**src/rtl/axis_m_burst.sv**
```systemverilog
// Buffered AXI4-Stream burst master: words are queued through a local write port
// and a start command streams a programmable number of them, with tlast on the final beat.
module axis_m_burst #(
  parameter int DATA_WIDTH = 32,
  parameter int FIFO_DEPTH = 8,
  parameter int LEN_WIDTH  = 8
) (
  input  logic                          aclk,
  input  logic                          areset,
  input  logic                          wr_en,
  input  logic [DATA_WIDTH-1:0]         wr_data,
  output logic                          full,
  output logic [$clog2(FIFO_DEPTH):0]   level,
  input  logic                          start,
  input  logic [LEN_WIDTH-1:0]          burst_len,
  output logic                          busy,
  input  logic                          tready,
  output logic                          tvalid,
  output logic [DATA_WIDTH-1:0]         tdata,
  output logic                          tlast,
  output logic                          finish
);

  localparam int PTR_W = $clog2(FIFO_DEPTH);
  localparam int LVL_W = PTR_W + 1;

  typedef enum logic [1:0] {
    IDLE,
    STREAM,
    DONE
  } state_e;

  state_e                 state_q, state_d;
  logic [LEN_WIDTH-1:0]   remaining_q, remaining_d;
  logic [PTR_W-1:0]       wr_ptr_q, rd_ptr_q;
  logic [LVL_W-1:0]       count_q;
  logic [DATA_WIDTH-1:0]  mem_q [FIFO_DEPTH];

  logic push;
  logic pop;

  assign push   = wr_en && !full;
  assign pop    = tvalid && tready;
  assign full   = (count_q == LVL_W'(FIFO_DEPTH));
  assign level  = count_q;
  assign busy   = (state_q != IDLE);
  assign finish = (state_q == DONE);

  // Outputs come straight from flops only, so tvalid never sees tready combinationally
  // and stays put until a handshake drains the head word.
  assign tvalid = (state_q == STREAM) && (count_q != '0);
  assign tlast  = tvalid && (remaining_q == LEN_WIDTH'(1));
  assign tdata  = tvalid ? mem_q[rd_ptr_q] : '0;

  always_ff @(posedge aclk) begin
    if (push) begin
      mem_q[wr_ptr_q] <= wr_data;
    end
  end

  always_ff @(posedge aclk or posedge areset) begin
    if (areset) begin
      wr_ptr_q <= '0;
      rd_ptr_q <= '0;
      count_q  <= '0;
    end else begin
      if (push) begin
        wr_ptr_q <= wr_ptr_q + PTR_W'(1);
      end
      if (pop) begin
        rd_ptr_q <= rd_ptr_q + PTR_W'(1);
      end
      case ({push, pop})
        2'b10:   count_q <= count_q + LVL_W'(1);
        2'b01:   count_q <= count_q - LVL_W'(1);
        default: count_q <= count_q;
      endcase
    end
  end

  always_ff @(posedge aclk or posedge areset) begin
    if (areset) begin
      state_q     <= IDLE;
      remaining_q <= '0;
    end else begin
      state_q     <= state_d;
      remaining_q <= remaining_d;
    end
  end

  always_comb begin
    state_d     = state_q;
    remaining_d = remaining_q;
    case (state_q)
      IDLE: begin
        if (start && (burst_len != '0)) begin
          remaining_d = burst_len;
          state_d     = STREAM;
        end
      end
      STREAM: begin
        if (pop) begin
          remaining_d = remaining_q - LEN_WIDTH'(1);
          if (remaining_q == LEN_WIDTH'(1)) begin
            state_d = DONE;
          end
        end
      end
      DONE: begin
        state_d = IDLE;
      end
      default: begin
        state_d = IDLE;
      end
    endcase
  end

endmodule

```
**config.mk**
```make
export PLATFORM = sky130hd
export DESIGN_NAME = axis_m_burst
export DESIGN_NICKNAME = d
export VERILOG_FILES = /design/src/rtl/axis_m_burst.sv
export SDC_FILE = /design/constraint.sdc
export NUM_CORES = 1
export LEC_CHECK = 0
export BUFFER_PORTS_ARGS = -buffer_cell sky130_fd_sc_hd__buf_2
export CAP_MARGIN = 5
export CELL_PAD_IN_SITES_DETAIL_PLACEMENT = 1
export CELL_PAD_IN_SITES_GLOBAL_PLACEMENT = 1
export CORE_AREA = 2 2 155 157
export DETAILED_ROUTE_END_ITERATION = 16
export DIE_AREA = 0 0 157 159
export GPL_TIMING_DRIVEN = 0
export PLACE_DENSITY_LB_ADDON = 0.1
export SLEW_MARGIN = 10
export SYNTH_ARGS = -nofsm -noshare
export SYNTH_HDL_FRONTEND = slang
export SYNTH_SLANG_ARGS = --single-unit
```
**constraint.sdc**
```tcl
create_clock -name aclk -period 9.8 [get_ports aclk]
set_clock_uncertainty 0.15 [all_clocks]
set_input_delay 1.96 -clock aclk [delete_from_list [all_inputs] [get_ports aclk]]
set_output_delay 1.96 -clock aclk [all_outputs]
set_load 0.01 [all_outputs]
```
==> After elaboration in Yosys (flattened, before gate mapping) <==
Memories as Yosys holds them, arrays and structs flattened.
Cells that the tools add are included.
{ "totals": {"register_bits": 20, "ram_bits": 256, "inputBits": 45, "out_inout_bits": 41, "elab_cells": 45, "memories": 1} }
{ "op_classes": {"add_sub_neg": 5, "n_eq_ne": 9, "n_mux": 11, "reduce_logical": 14} }
{ "memory_table": {"columns": ["memory", "words", "width", "rd", "rd_ports_with_merged_regs", "wr", "line_no", "source"], "rows": [
  ["mem_q", 8, 32, 1, 0, 1, "37", "logic [DATA_WIDTH-1:0] mem_q [FIFO_DEPTH];"]
]} }
{ "ops": {"columns": ["op", "count"], "rows": [
  ["32-bit 2-to-1 mux", 1],
  ["8-bit 2-to-1 mux", 2],
  ["8-bit case mux with 2 select lines", 1],
  ["8-bit by 1-bit equality test with 1-bit output, second input constant", 1],
  ["4-bit case mux with 2 select lines", 1],
  ["8-bit nonzero test", 1],
  ["8-bit by 1-bit subtractor with 8-bit output, second input constant", 1],
  ["3-bit by 1-bit adder with 3-bit output, second input constant", 2],
  ["2-bit 2-to-1 mux", 3],
  ["3-bit AND reduction", 2],
  ["2-bit nonzero test", 3],
  ["1-bit logical AND", 5],
  ["4-bit by 1-bit adder with 4-bit output, second input constant", 1],
  ["2-bit by 1-bit equality test with 1-bit output, second input constant", 2],
  ["2-bit equality test, second input constant", 2],
  ["4-bit equality test, second input constant", 1],
  ["2-bit inequality test, second input constant", 2],
  ["2-bit case mux with 2 select lines", 1],
  ["4-bit nonzero test", 1],
  ["4-bit by 1-bit subtractor with 4-bit output, second input constant", 1],
  ["2-bit logical NOT", 1],
  ["1-bit 2-to-1 mux", 2],
  ["2-bit by 1-bit inequality test with 1-bit output, second input constant", 1],
  ["1-bit logical NOT", 1]
]} }

==> Depth between registers and ports, before layout <==
Gate-level depths: netlist of run 1.
{ "logic_depth": {"ltp_word": 5, "depth_mapped": 11, "depth_no_buf": 10} }

==> Least setup slack after synthesis of run 1 <==
No wires, ideal clock.
{ "synth_path": {"kind": "input -> register", "startpoint": "input wr_en", "endpoint": "memory mem_q[0][0], enable pin", "t_arrival_ns": 4.617, "required_time_ns": 9.189, "path_slack_ns": 4.572, "stages": 3, "n_path_buf": 0, "path_cell_list": "a21boi_1 -> nand2b_1 -> nor3_1"} }
{ "synth_via": {"elab_chain_len": 3} }
{ "synth_rtl": {"columns": ["item", "line_no", "source"], "rows": [
  ["from (decl)", "10", "input logic wr_en,"],
  ["1-bit logical AND", "42", "assign push = wr_en && !full;"],
  ["1-bit 2-to-1 mux", "56", "if (push) begin"],
  ["1-bit 2-to-1 mux (implied by the code)", "57", "mem_q[wr_ptr_q] <= wr_data;"],
  ["to (decl)", "37", null]
]} }
Every way passes these cells.

==> Worst setup path in the final report of run 1 <==
{ "layout_path": {"startpoint": "register rd_ptr_q[1]", "endpoint": "output tdata[30]"} }
{ "layout_via": {"elab_chain_len": 2} }
{ "layout_rtl": {"columns": ["item", "line_no", "source"], "rows": [
  ["from (decl)", "35", "logic [PTR_W-1:0] wr_ptr_q, rd_ptr_q;"],
  ["from (signal assigned)", "71", "rd_ptr_q <= rd_ptr_q + PTR_W'(1);"],
  ["memory 8 x 32 bit", null, null],
  ["32-bit 2-to-1 mux", "53", "assign tdata = tvalid ? mem_q[rd_ptr_q] : '0;"],
  ["to (decl)", "19", "output logic [DATA_WIDTH-1:0] tdata,"]
]} }
Every way passes these cells.

==> results of run 1 <==
## worst max-delay path, stage by stage, from the launching register on
cell and delay [ns]:
dfrtp_1 0.38, buf_2 0.28, clkbuf_1 0.69, mux4_2 0.42, mux2i_1 0.16, nor2_1 0.10, buf_2 0.19
## worst max-delay path by stage
stage | start | end | slack (ns) | cells after the start
after floorplan | wr_en | mem_q[0][0] | 4.57 | 3
after global placement | wr_en | mem_q[0][20] | 1.76 | 4
after detailed placement | wr_en | mem_q[0][19] | 5.37 | 7
after CTS | rd_ptr_q[1] | tdata[22] | 4.90 | 6
after global routing | rd_ptr_q[1] | tdata[22] | 4.82 | 6
final | rd_ptr_q[1] | tdata[30] | 4.94 | 6
## layer usage
metal  share of wire  global-route usage  up-vias
met1            0.43              0.2639     2917
met5         0.00046                   0        -
li1                -                   -     2475
met2            0.51              0.3413      135
met4           0.013             0.03878        2
met3           0.048             0.03430       28
## cell families after synthesis
group,after synthesis,synth area share
XOR/XNOR,8,0.006399
multiplexers,97,0.1619
adder cells (fa/ha/maj),7,0.008000
buffers and inverters,35,0.01417
flip-flops,276,0.7479
AND/OR/NAND/NOR,91,0.04046
AO/OA/AOI/OAI,32,0.02114
## metrics by stage
stage / util / instances / hold WS [ns]
after global placement: 0.5076 / 950 / 0.3288
final: 0.5570 / 1019 / 0.3540
after detailed placement: 0.5189 / 966 / 0.3348
after floorplan: - / 546 / 0.3079
after CTS: 0.5568 / 1017 / 0.3521
after global routing: 0.5568 / 1017 / 0.3692
## registers in the layout, summed over array words and instances (netlist names)
name and flops:
remaining_q 8, rd_ptr_q 3, level 4, mem_q 256
wr_ptr_q 3, state_q 2
## cells in the mapped netlist (all sizes together), types with 2 or more instances
cell	count
xnor2	4
or2	2
buf	13
mux2i	32
nor2	44
a22oi	5
mux4	64
o21ai	8
a211oi	3
nor4	4
dfrtp	20
ha	7
o2bb2ai	2
xor2	4
edfxtp	256
nand3	3
a21oi	6
inv	11
nand2b	4
nor3	7
o22ai	3
or4	2
nor2b	2
clkbuf	11
nand2	15
## power by group
part | internal, uW | total [uW] | leakage, uW | switching (uW)
logic | 561 | 1250 | 0.00148 | 688
registers | 1480 | 1560 | 0.00255 | 77.8
clock network | 593 | 1020 | 0.000426 | 431
## layout make-up
| class | count | area (um2) | share of cell area |
|---|---|---|---|
| clock inverter | 15 | 127.6 | 0.009879 |
| inverter | 11 | 41.29 | 0.003196 |
| antenna | 2 | 5.005 | 0.0003874 |
| timing repair buffer | 101 | 631.9 | 0.04891 |
| tap | 319 | 399.1 | 0.03090 |
| sequential | 276 | 8188 | 0.6338 |
| multi-input combinational | 235 | 2660 | 0.2059 |
| buffer | 24 | 113.9 | 0.008814 |
| clock buffer | 36 | 752.0 | 0.05821 |
## cells in the final DEF (no fill, tap or decap), drive strengths merged, types with 4 or more instances in the layout
cell type | Yosys | routed
nand2 | 15 | 15
mux4 | 64 | 64
buf | 13 | 114
dfrtp | 20 | 20
nor2 | 44 | 44
nand2b | 4 | 4
nor4 | 4 | 4
ha | 7 | 7
nor3 | 7 | 7
a22oi | 5 | 5
edfxtp | 256 | 256
xor2 | 4 | 4
mux2i | 32 | 32
a21oi | 6 | 6
inv | 11 | 12
xnor2 | 4 | 4
clkinv | 0 | 10
o21ai | 8 | 8
clkbuf | 11 | 47
==> summary.md, run 1 <==
| Metric | Value |
|---|---|
| Area of the core | 23,190 um2 |
| Die W | 157 um |
| Hold Crit Class | register to register |
| RR Startpoint | level[1] |
| Setup TNS Final | 0 ns |
| Synth Register Bits | 276 |
| Cts repair resizes | 0 |
| Worst Tran Pin Value | 0.9968 ns |
| Design Area, Final | 12,920 um2 |
| Placer Congestion | 0.7623 |
| Maximum VDD drop | 0.1833 mV |
| First-pass GRT wire length | 36.63 mm |
| Die area | 24,960 um2 |
| Clock slew at reported path FFs | 0.06 ns |
| Share of layout cells above drive strength 1 | 0.3367 |
| # nets final | 730 |
| Router iterations before antenna repair | 4 |
| Max-cap viol count | 0 |
| Clock sinks | 276 |
| Final Setup Violations | 0 |
| Yosys warnings | 0 |
| Hold Path Sink | remaining_q[7] |
| Rel. slew slack | 0.3355 |
| RSZ-0062 raised after global routing | false |
| Crit end category | primary output |
| Vias/cell | 5.453 |
| Area after DPL | 12,030 um2 |
| Cts bufs inserted | 29 |
| Ys flop type | edfxtp_1 |
| Largest net degree at the start of global routing | 21 |
| Fraction of synthesis flops using an asynchronous set or reset pin | 0.07246 |
| Bufs on Longest Clock Path | 3 |
| # port buffers | 85 |
| Status | complete, no violations |
| Most area-hungry cell type in the Yosys netlist | edfxtp_1 |
| Height of the chip | 159 um |
| Post-synthesis sequential area ratio | 0.7479 |
| WP data arrival | 2.75 ns |
| Root Driver | clkbuf_16 |
| GRT Util Overall | 0.1968 |
| Post-Synthesis Cells | 546 |
| Post-CTS Setup Bufs | 0 |
| Final HPWL DP | 15.43 mm |
| Tmin final | 4.865 ns |
| Cells on Worst Hold Path | 1 |
| Drt drc | 0 |
| Initial antenna violation count | 1 |
| Routed len/inst | 23.49 um |
| Post-route ant nets | 0 |
| Final period utilization | 0.4964 |
| Area growth syn-to-layout | 18.00% |
| Slack of the critical path | 4.935 ns |
| Final hold vios | 0 |
| Ports | 86 |
| Num rows | 56 |
| Slew Limit Fails | 0 |
| Power per cell area | 296.9 nW/um2 |
| Initial drt markers | 355 |
| Req. time, crit path | 7.69 ns |
| Clock Latency Late Sink | 0.54 ns |
| Total power | 3835 uW |
| Pre-CTS setup slack | 5.368 ns |
| Area contributors post-synth | edfxtp_1 70%, mux4_2 13%, dfrtp_1 4.6% |
| Fmax | 0.2056 GHz |
| Crit-path max FO | 10 |
| Avg Synthesized Cell Area | 20.05 um2 |
| CTS Hold Bufs | 0 |
| Setup slack, reg-to-reg | 6.86 ns |
| Share of the synthesized area in the top cell type | 0.7022 |
| Post-Route WL | 23.94 mm |
| Worst min-delay path startpoint | remaining_q[7] |
| Static leakage | 0.004466 uW |
| Fillers | 2,089 |
| WS Path Type | register to primary output |
| Startpoint types | register |
| Htree depth | 1 |
| Vias in the first global route | 6,168 |
| Initial Util | 0.4721 |
| Mapped cell area | 10,950 um2 |
| Reg2reg end | mem_q[0][19] |
| Syn Nets | 598 |
| CTS tree | done |
| Routed vias | 5,557 |
| Worst Reg2Reg Path Length in Cells | 7 |
| Post-synth EDFFs | 256 |
| GR Overflow Total | 0 |
| Distinct cells, synth | 50 |
No activity file was read; power rests on OpenSTA's default activity.
==> inputs of run 2 (changes only) <==
--- a/config.mk
+++ b/config.mk
@@ -9,9 +9,9 @@
 export CAP_MARGIN = 5
 export CELL_PAD_IN_SITES_DETAIL_PLACEMENT = 1
 export CELL_PAD_IN_SITES_GLOBAL_PLACEMENT = 1
-export CORE_AREA = 2 2 155 157
+export CORE_AREA = 2 2 156 158
 export DETAILED_ROUTE_END_ITERATION = 16
-export DIE_AREA = 0 0 157 159
+export DIE_AREA = 0 0 158 160
 export GPL_TIMING_DRIVEN = 0
 export PLACE_DENSITY_LB_ADDON = 0.1
 export SLEW_MARGIN = 10
==> constraint.sdc (replaced) <==
create_clock -name aclk -period 4.35 [get_ports aclk]
set_clock_uncertainty 0.15 [all_clocks]
set_input_delay 0.87 -clock aclk [delete_from_list [all_inputs] [get_ports aclk]]
set_output_delay 0.87 -clock aclk [all_outputs]
set_load 0.01 [all_outputs]
==> run 2 against run 1 <==
  * First-iteration DRC count fell by 0.28%
  * Largest power group unchanged
  * Die area rose by 1.3%
  * Global-route usage up 0.055 points
  * Via count increased by 0.27%
  * Flip-flop and latch count unchanged
  * Combinational power is 120% higher
  * Non-clock buffer count fell by 2
  * Largest cell class unchanged
  * Sequential share of layout area down 0.51 points
  * Setup slack got worse by 4.3 ns
  * Hold slack worse by 0.029 ns
  * Highest routed layer is now met4
==> summary.md, run 2 (synthesis results as in run 1) <==
| Metric | Value |
|---|---|
| Vias in the first global route | 6,168 (unchanged) |
| Multi-input logic area | 2660 um2 (unchanged) |
| Share of layout cells above drive strength 1 | 0.3438 (+0.007163) |
| GRT Util Overall | 0.1974 (+0.0005539) |
| RR Startpoint | level[0] |
| Area of the core | 23,820 um2 (+2.7%) |
| Clock slew at reported path FFs | 0.06 ns (about the same) |
| Critical path's top delay family | simple AND/OR/NAND/NOR gates |
| Reg area | 8188 um2 (unchanged) |
| Maximum VDD drop | 0.4092 mV (+120%) |
| Finished Core Util | 0.5467 (-0.01033) |
| WP data arrival | 2.70 ns (-0.05 ns) |
| Biggest register | mem_q |
| Post-route ant nets | 0 (unchanged) |
| Crit end category | primary output |
| Setup TNS Final | 0 ns (unchanged) |
| Die area | 25,280 um2 (+1.3%) |
| Setup slack, reg-to-reg | 1.44 ns (-5.42 ns) |
| Worst Reg2Reg Path Length in Cells | 11 (+4) |
| Power per cell area | 680.1 nW/um2 (+130%) |
| Max-cap viol count | 0 (unchanged) |
| Routed vias | 5,572 (+0.27%) |
| Htree depth | 1 (unchanged) |
| Fmax | 0.2692 GHz |
| Final Setup Violations | 0 (unchanged) |
| Initial drt markers | 354 (-0.28%) |
| Ports | 86 (unchanged) |
| Num rows | 57 (+1.8%) |
| Max FFs per register | 256 (unchanged) |
| Initial Util | 0.4596 (-0.01245) |
| Clock sinks | 276 (unchanged) |
| Cts repair resizes | 0 (unchanged) |
| Status | complete, no violations |
| Largest net degree at the start of global routing | 22 (+4.8%) |
| Hold Crit Class | input pin to asynchronous set/reset pin |
| Bufs on Longest Clock Path | 3 (unchanged) |
| CP max-delay cell | or4_4 |
| # nets final | 728 (-0.27%) |
| Req. time, crit path | 3.33 ns (-4.36 ns) |
| Vias/cell | 5.447 (-0.12%) |
| Fillers | 2,203 (+5.5%) |
| Placer Congestion | 0.7724 (+1.3%) |
| Clock Latency Late Sink | 0.54 ns (about the same) |
| Reg2reg end | level[2] |
| Crit-path max FO | 10 (unchanged) |
| Startpoint types | register |
| Post-CTS Setup Bufs | 0 (unchanged) |
| Post-Route WL | 23.86 mm (-0.30%) |
| Drt drc | 0 (unchanged) |
| Commonest cells after routing, fill and taps aside | 256 x edfxtp_1, 89 x buf_2, 64 x mux4_2 |
| WS Path Type | register to primary output |
| CTS tree | done |
| Max stage delay on crit path | 0.58 ns (-0.11 ns) |
| Crit path buf inv count | 2 (-1) |
| Final period utilization | 0.8541 |
| Height of the chip | 160 um (+0.63%) |
| Commonest non-fill, non-tap cell in the layout | edfxtp_1 |
| Worst path cell trace | or4_4 -> nand2_2 -> clkbuf_1 -> nor2_1 -> buf_2 |
| Initial antenna violation count | 1 (unchanged) |
| Final HPWL DP | 15.27 mm (-1.0%) |
| GR Overflow Total | 0 (unchanged) |
| Cts bufs inserted | 29 (unchanged) |
| Rel. slew slack | 0.3461 (+0.01067) |
| Total power | 8856 uW (+130%) |
| Router iterations before antenna repair | 4 (unchanged) |
| First-pass GRT wire length | 36.83 mm (+0.55%) |
| CTS Hold Bufs | 0 (unchanged) |
| Static leakage | 0.004513 uW (+1.1%) |
| Routed len/inst | 23.33 um (-0.69%) |
| Worst Tran Pin Value | 0.9808 ns (-0.01601 ns) |
| Final hold vios | 0 (unchanged) |
| Slew Limit Fails | 0 (unchanged) |
| # port buffers | 85 (unchanged) |
| RSZ-0062 raised after global routing | false |
| Die W | 158 um (+0.64%) |
| Root Driver | clkbuf_16 |
| Area growth syn-to-layout | 18.95% |
| Tmin final | 3.715 ns |
-- run 2: cell count changes in the layout (fill, tap and decap cells not counted) --
| cell | delta |
|---|---|
| clkinv_4 | +3 |
| buf_8 | -1 |
| buf_4 | -7 |
| clkinv_2 | +2 |
| buf_6 | +6 |
| clkinvlp_4 | -1 |
| bufinv_16 | +3 |
| clkinv_1 | -2 |
| clkbuf_1 | -3 |
| diode_2 | -1 |
-- run 2: area by class of cell --
type / instances / share of cell area
diodes: 1 / 0.0001922
inverters: 11 / 0.003171
flip-flops and latches: 276 / 0.6287
well taps: 324 / 0.03113
multi-input cells: 235 / 0.2043
repair buffers: 99 / 0.04852
clock inverters: 20 / 0.01835
plain buffers: 24 / 0.008743
clock buffers: 33 / 0.05688
-- run 2: metal layers --
layer,vias to the layer above,share of wire,track usage
met1,2927,0.42,0.2678
li1,2477,-,-
met5,-,0,0
met4,0,0.019,0.04668
met2,130,0.52,0.3379
met3,38,0.048,0.03094
-- run 2: how the worst max path moves through the flow --
stage	slack, ns	endpoint	start	cells after the start
4_1_cts	0.57	tdata[18]	level[0]	5
6_report	0.63	tdata[22]	level[0]	5
3_3_place_gp	-2.54	mem_q[0][17]	wr_en	4
5_1_grt	0.46	tdata[15]	level[0]	5
3_5_place_dp	1.06	mem_q[0][19]	wr_en	6
2_1_floorplan	0.21	mem_q[0][0]	wr_en	3
-- run 2: where the power goes --
group	internal, uW	total [uW]	switching [uW]
registers	3340	3520	172
clock network	1520	2530	1010
logic	1260	2810	1550
total	6130	8860	2730
-- run 2: per-stage QoR --
step	instances	hold WS [ns]	setup WS [ns]	instance area, um2
after floorplan	546	0.3079	0.2115	10950
after global placement	955	0.3267	-2.542	11780
after detailed placement	969	0.3333	1.056	12040
after CTS	1022	0.3487	0.5679	13020
after global routing	1022	0.3619	0.4598	13020
final	1023	0.3251	0.6347	13020
-- run 2: worst reg2reg max path, cell delays in order (launching register included) --
cell	delay, ns
dfrtp_1	0.47
or4_4	0.58
nand3_2	0.16
inv_2	0.06
buf_2	0.21
ha_1	0.28
xor2_1	0.17
ha_1	0.19
a21oi_1	0.15
xor2_1	0.16
nor2_1	0.07
xor2_1	0.14
==> inputs of run 3 (changes only) <==
--- a/config.mk
+++ b/config.mk
@@ -13,7 +13,8 @@
 export DETAILED_ROUTE_END_ITERATION = 16
 export DIE_AREA = 0 0 158 160
 export GPL_TIMING_DRIVEN = 0
-export PLACE_DENSITY_LB_ADDON = 0.1
+export HOLD_SLACK_MARGIN = 0.02
+export PLACE_DENSITY_LB_ADDON = 0.08
 export SLEW_MARGIN = 10
 export SYNTH_ARGS = -nofsm -noshare
 export SYNTH_HDL_FRONTEND = slang
==> run 3 against run 2 <==
  * Maximum frequency is 1.3% lower
  * Die area unchanged
  * Count of clock-buffer cells in the layout up 3
  * Core utilization shrank 0.55 points
  * Critical path type unchanged
  * Critical endpoint is now tdata[23]
  * Largest power group unchanged
==> summary.md, run 3 (synthesis results as in run 1) <==
| Metric | Value |
|---|---|
| Worst Tran Pin Value | 0.9690 ns (-0.01185 ns) |
| Commonest non-fill, non-tap cell in the layout | edfxtp_1 |
| Final Setup Violations | 0 (unchanged) |
| Static leakage | 0.004457 uW (-1.3%) |
| Die W | 158 um (unchanged) |
| Vias in the first global route | 6,113 (-0.89%) |
| Placer Congestion | 0.7623 (-1.3%) |
| Fmax | 0.2656 GHz (-1.3%) |
| Multi-input logic area | 2660 um2 (unchanged) |
| Pre-CTS setup slack | 0.8518 ns (-0.2038 ns) |
| Fillers | 2,200 (-0.14%) |
| Crit end category | primary output |
| CTS tree | done |
| Area growth syn-to-layout | 17.75% |
| Num rows | 57 (unchanged) |
| Clock sinks | 276 (unchanged) |
| Clock slew at reported path FFs | 0.06 ns (about the same) |
| Bufs on Longest Clock Path | 3 (unchanged) |
| Max FFs per register | 256 (unchanged) |
| Slew Limit Fails | 0 (unchanged) |
| Root Driver | clkbuf_16 |
| Power per cell area | 664.2 nW/um2 (-2.3%) |
| GRT Util Overall | 0.1951 (-0.002262) |
| Post-Route WL | 23.74 mm (-0.50%) |
| First-pass GRT wire length | 36.43 mm (-1.1%) |
| Startpoint types | register |
| Biggest register | mem_q |
| Initial antenna violation count | 1 (unchanged) |
| Share of layout cells above drive strength 1 | 0.3329 (-0.01098) |
| Largest net degree at the start of global routing | 22 (unchanged) |
| Tmin final | 3.765 ns (+0.04935 ns) |
| Rel. slew slack | 0.3540 (+0.007899) |
| Crit-path max FO | 10 (unchanged) |
| Routed len/inst | 23.23 um (-0.40%) |
| Drt drc | 0 (unchanged) |
| Final hold vios | 0 (unchanged) |
| # port buffers | 85 (unchanged) |
| Clock Latency Late Sink | 0.53 ns (about the same) |
| GR Overflow Total | 0 (unchanged) |
| Cts bufs inserted | 28 (-3.4%) |
| CTS Hold Bufs | 0 (unchanged) |
| Htree depth | 1 (unchanged) |
| WS Path Type | register to primary output |
| Max-cap viol count | 0 (unchanged) |
| Post-route ant nets | 0 (unchanged) |
| Initial Util | 0.4596 (unchanged) |
| Post-CTS Setup Bufs | 0 (unchanged) |
| Ports | 86 (unchanged) |
| Maximum VDD drop | 0.3643 mV (-11%) |
| Hold Crit Class | input pin to asynchronous set/reset pin |
| Slack of the critical path | 0.5853 ns (-0.04935 ns) |
| Final period utilization | 0.8654 (+0.01135) |
| Status | complete, no violations |
| Height of the chip | 160 um (unchanged) |
| # nets final | 727 (-0.14%) |
| Req. time, crit path | 3.33 ns (about the same) |
| Reg area | 8188 um2 (unchanged) |
| Router iterations before antenna repair | 6 (+2) |
| Cts repair resizes | 0 (unchanged) |
| Final HPWL DP | 15.37 mm (+0.62%) |
| Vias/cell | 5.444 (about the same) |
| Hold slack | 0.3551 ns (+0.02997 ns) |
| RSZ-0062 raised after global routing | false |
| Commonest cells after routing, fill and taps aside | 256 x edfxtp_1, 89 x buf_2, 64 x mux4_2 |
| Initial drt markers | 284 (-20%) |
| WP data arrival | 2.74 ns (+0.04 ns) |
| Area of the core | 23,820 um2 (unchanged) |
| Die area | 25,280 um2 (unchanged) |
| Routed vias | 5,564 (-0.14%) |
[run 3: changes by cell type in the layout (fill, tap and decap cells not counted)]
cell and delta:
inv_6 -1, clkinv_2 +1, buf_6 -4, clkinv_4 -3
buf_12 -2, clkinv_1 +4, buf_4 +4, clkinvlp_4 -1
bufinv_16 -4, clkbuf_1 +3, buf_16 +2
[run 3: metrics by stage]
| step | setup TNS, ns | total power, uW | area, um2 | std cells | utilization |
|---|---|---|---|---|---|
| final | 0 | 8562 | 12890 | 1022 | 0.5412 |
| after global routing | 0 | 9014 | 12890 | 1021 | 0.5411 |
| after CTS | 0 | 8698 | 12890 | 1021 | 0.5411 |
| after detailed placement | 0 | 6467 | 12040 | 969 | 0.5055 |
| after global placement | -283.31 | 6275 | 11780 | 955 | 0.4945 |
| after floorplan | 0 | 5373 | 10950 | 546 | - |
[run 3: critical path, cell delays in order, from the launching register on]
cell,delay [ns]
dfrtp_1,0.45
or4_4,0.60
nand2_2,0.21
clkbuf_1,0.58
nor2_1,0.18
buf_2,0.19
[run 3: final timing paths]
kind,from,to,slack (ns),cells past startpoint
worst max-delay path,level[2],tdata[23],0.59,5
worst min-delay path,areset,remaining_q[4],0.36,2
worst max register to register,level[1],mem_q[0][5],1.32,6
worst min register to register,state_q[1],state_q[0],0.36,1
max in group asynchronous,areset,state_q[0],3.15,2
min in group aclk,state_q[1],state_q[0],0.36,1
[run 3: area by class of cell]
cell class / instances / share of cell area
multi-input cells: 235 / 0.2063
plain buffers: 24 / 0.008832
flip-flops and latches: 276 / 0.6352
well taps: 324 / 0.03145
repair buffers: 99 / 0.04901
inverters: 11 / 0.003203
clock inverters: 16 / 0.007474
diodes: 1 / 0.0001941
clock buffers: 36 / 0.05833
[run 3: power by group]
group / switching [uW] / leakage [uW] / internal, uW / total (uW)
logic: 1550 / 0.00148 / 1260 / 2820
registers: 174 / 0.00255 / 3350 / 3520
clock network: 953 / 0.000422 / 1270 / 2220
total: 2680 / 0.00446 / 5880 / 8560
[run 3: per-layer routing]
layer  wire [um]  GRT usage  up-vias
li1            -          -     2482
met1       10140     0.2658     2935
met2       12170     0.3348      116
met3        1087    0.03256       31
met4         338    0.03890        0
met5           0          0        -
